[config.mk]
export PLATFORM = sky130hd
export DESIGN_NAME = equiv_monitor
export DESIGN_NICKNAME = d
export VERILOG_FILES = /design/src/rtl/eqmon_pkg.sv /design/src/rtl/sat_counter.sv /design/src/rtl/equiv_monitor.sv
export SDC_FILE = /design/constraint.sdc
export NUM_CORES = 1
export LEC_CHECK = 0
export ABC_AREA = 1
export CAP_MARGIN = 20
export CORE_MARGIN = 10
export CORE_UTILIZATION = 29
export DETAILED_ROUTE_END_ITERATION = 12
export GPL_TIMING_DRIVEN = 0
export PLACE_DENSITY = 0.5
export SYNTH_ARGS = -nofsm -noshare
export SYNTH_HDL_FRONTEND = slang
export SYNTH_SLANG_ARGS = --single-unit
[constraint.sdc]
create_clock -name clk -period 5.2 [get_ports clk]
set_input_delay 0.78 -clock clk [delete_from_list [all_inputs] [get_ports clk]]
set_output_delay 0.78 -clock clk [all_outputs]
set_load 0.03 [all_outputs]
[src/rtl/eqmon_pkg.sv]
// Shared types and default sizing for the equivalence monitor.
// No logic of its own, so no latency.
// No flow control; it only holds constants and the state type.
package eqmon_pkg;

  // Run-control states of the monitor.
  typedef enum logic [1:0] {
    IDLE = 2'd0,
    RUN  = 2'd1,
    FAIL = 2'd2,
    PASS = 2'd3
  } state_t;

  localparam int EQMON_N_CYC_DEF = 1000;
  localparam int EQMON_CYC_W_DEF = 16;
  localparam int EQMON_CNT_W_DEF = 8;

endpackage

[src/rtl/sat_counter.sv]
// Saturating up-counter; it holds at all-ones instead of wrapping.
// The count is registered, so it changes one cycle after an inc.
// No backpressure; clr takes priority over inc.
module sat_counter #(
  parameter int W = 8
) (
  input  logic         clk,
  input  logic         rst,
  input  logic         clr,
  input  logic         inc,
  output logic [W-1:0] cnt
);

  // Count up by one per inc and stop at the maximum value.
  always_ff @(posedge clk or negedge rst) begin
    if (!rst) begin
      cnt <= '0;
    end else if (clr) begin
      cnt <= '0;
    end else if (inc && (cnt != {W{1'b1}})) begin
      cnt <= cnt + W'(1);
    end
  end

endmodule

[src/rtl/equiv_monitor.sv]
// Compares out1 against out2 for N_CYC cycles; latches pass/fail plus a mismatch count and first-fail stamp.
// All flags are registered, so they appear one cycle after the edge that decides them.
// No backpressure; start is only accepted in IDLE and clr always wins. EQMON_HIST_EN adds the 16-bit hist port.
module equiv_monitor
  import eqmon_pkg::*;
#(
  parameter int N_CYC = EQMON_N_CYC_DEF,
  parameter int CYC_W = EQMON_CYC_W_DEF,
  parameter int CNT_W = EQMON_CNT_W_DEF
) (
  input  logic             clk,
  input  logic             rst,
  input  logic             start,
  input  logic             clr,
  input  logic             out1,
  input  logic             out2,
  output logic             busy,
  output logic             done,
  output logic             pass,
  output logic             fail,
  output logic [CNT_W-1:0] mismatch_cnt,
  output logic [CYC_W-1:0] first_fail_cyc
`ifdef EQMON_HIST_EN
  ,
  output logic [15:0]      hist
`endif
);

  localparam logic [CYC_W-1:0] LAST_CYC = CYC_W'(N_CYC - 1);
  localparam logic [CYC_W-1:0] END_CYC  = CYC_W'(N_CYC);

  state_t           state_q;
  state_t           state_d;
  logic [CYC_W-1:0] cyc_q;
  logic [CYC_W-1:0] cyc_d;
  logic             mism;
  logic             comparing;
  logic             run_start;

  assign mism      = out1 ^ out2;
  // After a failure we keep comparing until the full window has been covered.
  assign comparing = (state_q == RUN) || ((state_q == FAIL) && (cyc_q != END_CYC));
  assign run_start = (state_q == IDLE) && start && !clr;

  // Next-state and cycle-index selection.
  always_comb begin
    state_d = state_q;
    cyc_d   = cyc_q;
    if (clr) begin
      state_d = IDLE;
      cyc_d   = '0;
    end else begin
      case (state_q)
        IDLE: begin
          if (start) begin
            state_d = RUN;
            cyc_d   = '0;
          end
        end
        RUN: begin
          cyc_d = cyc_q + CYC_W'(1);
          // A mismatch on the final cycle must still end in FAIL.
          if (mism) begin
            state_d = FAIL;
          end else if (cyc_q == LAST_CYC) begin
            state_d = PASS;
          end
        end
        FAIL: begin
          if (cyc_q != END_CYC) begin
            cyc_d = cyc_q + CYC_W'(1);
          end
        end
        default: begin
        end
      endcase
    end
  end

  // State, cycle index and the output flags, all decoded from the next state so they are pure registers.
  always_ff @(posedge clk or negedge rst) begin
    if (!rst) begin
      state_q <= IDLE;
      cyc_q   <= '0;
      busy    <= 1'b0;
      done    <= 1'b0;
      pass    <= 1'b0;
      fail    <= 1'b0;
    end else begin
      state_q <= state_d;
      cyc_q   <= cyc_d;
      busy    <= (state_d == RUN) || (state_d == FAIL);
      done    <= (state_d == PASS) || ((state_d == FAIL) && (cyc_d == END_CYC));
      pass    <= (state_d == PASS);
      fail    <= (state_d == FAIL);
    end
  end

  // Stamp the index of the first mismatching cycle; later mismatches leave it alone.
  always_ff @(posedge clk or negedge rst) begin
    if (!rst) begin
      first_fail_cyc <= '0;
    end else if (clr || run_start) begin
      first_fail_cyc <= '0;
    end else if ((state_q == RUN) && mism) begin
      first_fail_cyc <= cyc_q;
    end
  end

  sat_counter #(
    .W (CNT_W)
  ) u_mismatch_cnt (
    .clk (clk),
    .rst (rst),
    .clr (clr || run_start),
    .inc (comparing && mism && !clr),
    .cnt (mismatch_cnt)
  );

`ifdef EQMON_HIST_EN
  // Shift in {out1,out2} while running; stops after the failing pair has been captured.
  always_ff @(posedge clk or negedge rst) begin
    if (!rst) begin
      hist <= '0;
    end else if (clr || run_start) begin
      hist <= '0;
    end else if (state_q == RUN) begin
      hist <= {hist[13:0], out1, out2};
    end
  end
`endif

endmodule
==> reports/metrics.csv <==
metric,value,unit
Post-Syn Area,0.002618,sq mm
worst-path fanout max,10,
Post-synth top flop,dfrtp_1,
hold crit path type,primary input to asynchronous set/reset pin,
Worst-path clk slew,0.09,ns
Crit Path Class,primary input to flop,
Layout area overhead,22.56,%
fin util,0.3661,
clk sinks,46,
First-pass DRT Iterations,4,
CTS Hold Buffers Added,0,
root buffer cell,clkbuf_8,
clock skew,0.007560,ns
PwrDens,241.6,mW/mm^2
1st-iter DRT viols,184,
largest cells by area after synthesis,"dfrtp_1 44%, nand2_1 11%, nand3_1 9.4%",
yosys warns,0,
die width,115.0,um
top-count cell post-synth,nand2_1,
Peak VDD IR,107.5,uV
aggregate global-route resource usage,0.1204,
Synth Net Count,360,
HPWL after DPL,5.942,mm
top-area cell type share of the netlist area,0.4398,
Routed Antenna Nets,0,
highest clock rate,340.3,MHz
Total Routed Length,7.689,mm
Inserted Clock Buffers,5,
die area,0.01323,sq mm
Die Y,115.0,um
RSZ-0062 raised after global routing,no,
first-pass GRT wire length,12.79,mm
initial antenna violation count,0,
# DRC,0,
Critical Path Sink Type,flop,
diode count,0,
largest area contributor in the netlist,dfrtp_1,
via count,2461,
Period minus WS final,2.939,ns
vias in the first global route,2495,
crit path launch type,primary input,
Leak,1.507,nW
# fillers,957,
Design Power,0.7751,mW
"Seq/Total Area, Yosys",0.4398,
H-tree depth,2,
Rel. slew slack,0.5990,
Synth top cells by count,"77 x nand2_1, 49 x nand3_1, 46 x dfrtp_1",
Starting Density,0.2987,
Final #Nets,401,
clock insertion delay at the later pin of the skew report,0.31,ns
drt wl/cell,15.41,um
Yosys reg bits,46,
layout cells sized above 1,0.08696,
WP data arrival,3.19,ns
dpl cell area,0.003098,sq mm
"Req. time, crit path",5.45,ns
CTS max path bufs,2,
"Hold Violations, Final",0,
max_cap viols,0,
Syn Area/Cell,7.500,sq um
ys async rst share,1.000,
Final setup viols,0,
synthesized instance count,349,
Setup TNS,0,ns
Final period util,0.5651,
Setup WS pre-CTS,1.869,ns
row count,34,
PostCTS Resize Cnt,0,
top-level I/O count,34,
DR vias/cell,4.932,
status,completed,
Pins Over Slew Limit,0,
TritonCTS clock tree,done,
PortBufs,33,
core area,0.008763,sq mm
GPL Wtd Cong,0.8734,
number of enable flip-flop cells after synthesis,0,
Cell variety after synth,30,
Least-Margin Pin Slew,0.6015,ns
pin count of the biggest net entering global routing,25,
final setup margin,2.261,ns
setup bufs post-CTS,0,
GRT overflow,0,
cell area after layout,0.003208,sq mm
path summary, 6_finish.rpt:
| kind | depth (start not counted) | from | slack [ns] | to |
|---|---|---|---|---|
| max | 13 | out2 | 2.26 | done$_DFF_PN0_ |
| min | 1 | rst | 0.46 | u_mismatch_cnt.cnt[4]$_DFFE_PN0P_ |
| max reg2reg | 13 | state_q[1]$_DFF_PN0_ | 2.60 | done$_DFF_PN0_ |
| min reg2reg | 2 | first_fail_cyc[13]$_DFFE_PN0P_ | 0.52 | first_fail_cyc[13]$_DFFE_PN0P_ |
| max in group asynchronous | 2 | rst | 4.20 | state_q[1]$_DFF_PN0_ |
| min in group clk | 2 | first_fail_cyc[13]$_DFFE_PN0P_ | 0.52 | first_fail_cyc[13]$_DFFE_PN0P_ |
routing by layer:
metal / global-route usage / share of wire
met1: 0.1568 / 0.46
met4: 0.03383 / 0.0069
met5: 0 / 0
met2: 0.1941 / 0.47
met3: 0.02865 / 0.065
power breakdown:
group / switching, mW / internal (mW) / leakage, nW
registers: 0.00848 / 0.365 / 0.638
logic: 0.0857 / 0.0365 / 0.817
clock network: 0.135 / 0.144 / 0.0514
total: 0.229 / 0.546 / 1.51
critical path, stage by stage:
cell and delay [ns]:
clkdlybuf4s50_1 0.47, xnor2_1 0.10, nor2_1 0.31, inv_2 0.17
clkbuf_1 0.28, a31oi_1 0.38, ha_1 0.26, nand2_1 0.06
nor2_1 0.09, nand2_1 0.05, nor2_1 0.12, nand2_1 0.07
nand2_1 0.05
sequential cells by signal, indices dropped and copies added, names as in the netlist:
signal              cells
fail                    1
pass                    1
busy                    1
cyc_q                  16
u_mismatch_cnt.cnt      8
state_q                 2
first_fail_cyc         16
done                    1
through the flow:
step / hold WS (ns) / std cells
finish: 0.4649 / 499
global route: 0.5007 / 499
CTS: 0.4831 / 499
detailed placement: 0.5019 / 491
global placement: 0.5032 / 490
floorplan: 0.4844 / 349
layout by cell type (no fill, tap or decap), drive strengths merged:
cell	synthesis	layout
clkinvlp	0	1
buf	4	6
bufinv	0	1
dfrtp	46	46
xor2	2	2
and3	1	1
nor3	7	7
a21oi	17	17
xnor2	1	1
o211ai	5	5
clkbuf	5	11
inv	47	47
and2	1	1
ha	5	5
o21ai	24	24
nand3	51	51
o21a	2	2
clkinv	1	1
nor4	1	1
nand4	9	9
nor2	34	34
clkdlybuf4s50	0	32
a211oi	1	1
nand2	83	83
a31oi	2	2
final cells by class:
class	count	area, sq um	share of cell area
multi-input combinational	246	1239	0.3861
sequential	46	1151	0.3588
timing repair buffer	34	345.3	0.1076
inverter	48	180.2	0.05616
tap	108	135.1	0.04212
clock buffer	6	72.57	0.02262
buffer	9	47.55	0.01482
clock inverter	2	37.54	0.01170
kinds of logic (layout without fill, tap and decap cells):
| family | after synthesis | in the layout | synth area share |
|---|---|---|---|
| simple gates | 187 | 187 | 0.3332 |
| buf+inv | 57 | 99 | 0.08700 |
| compound gates | 51 | 51 | 0.1061 |
| flops | 46 | 46 | 0.4398 |
| fa+ha+maj | 5 | 5 | 0.02390 |
| xor+xnor | 3 | 3 | 0.01004 |
Note: power is estimated with default switching activity, not from simulation.
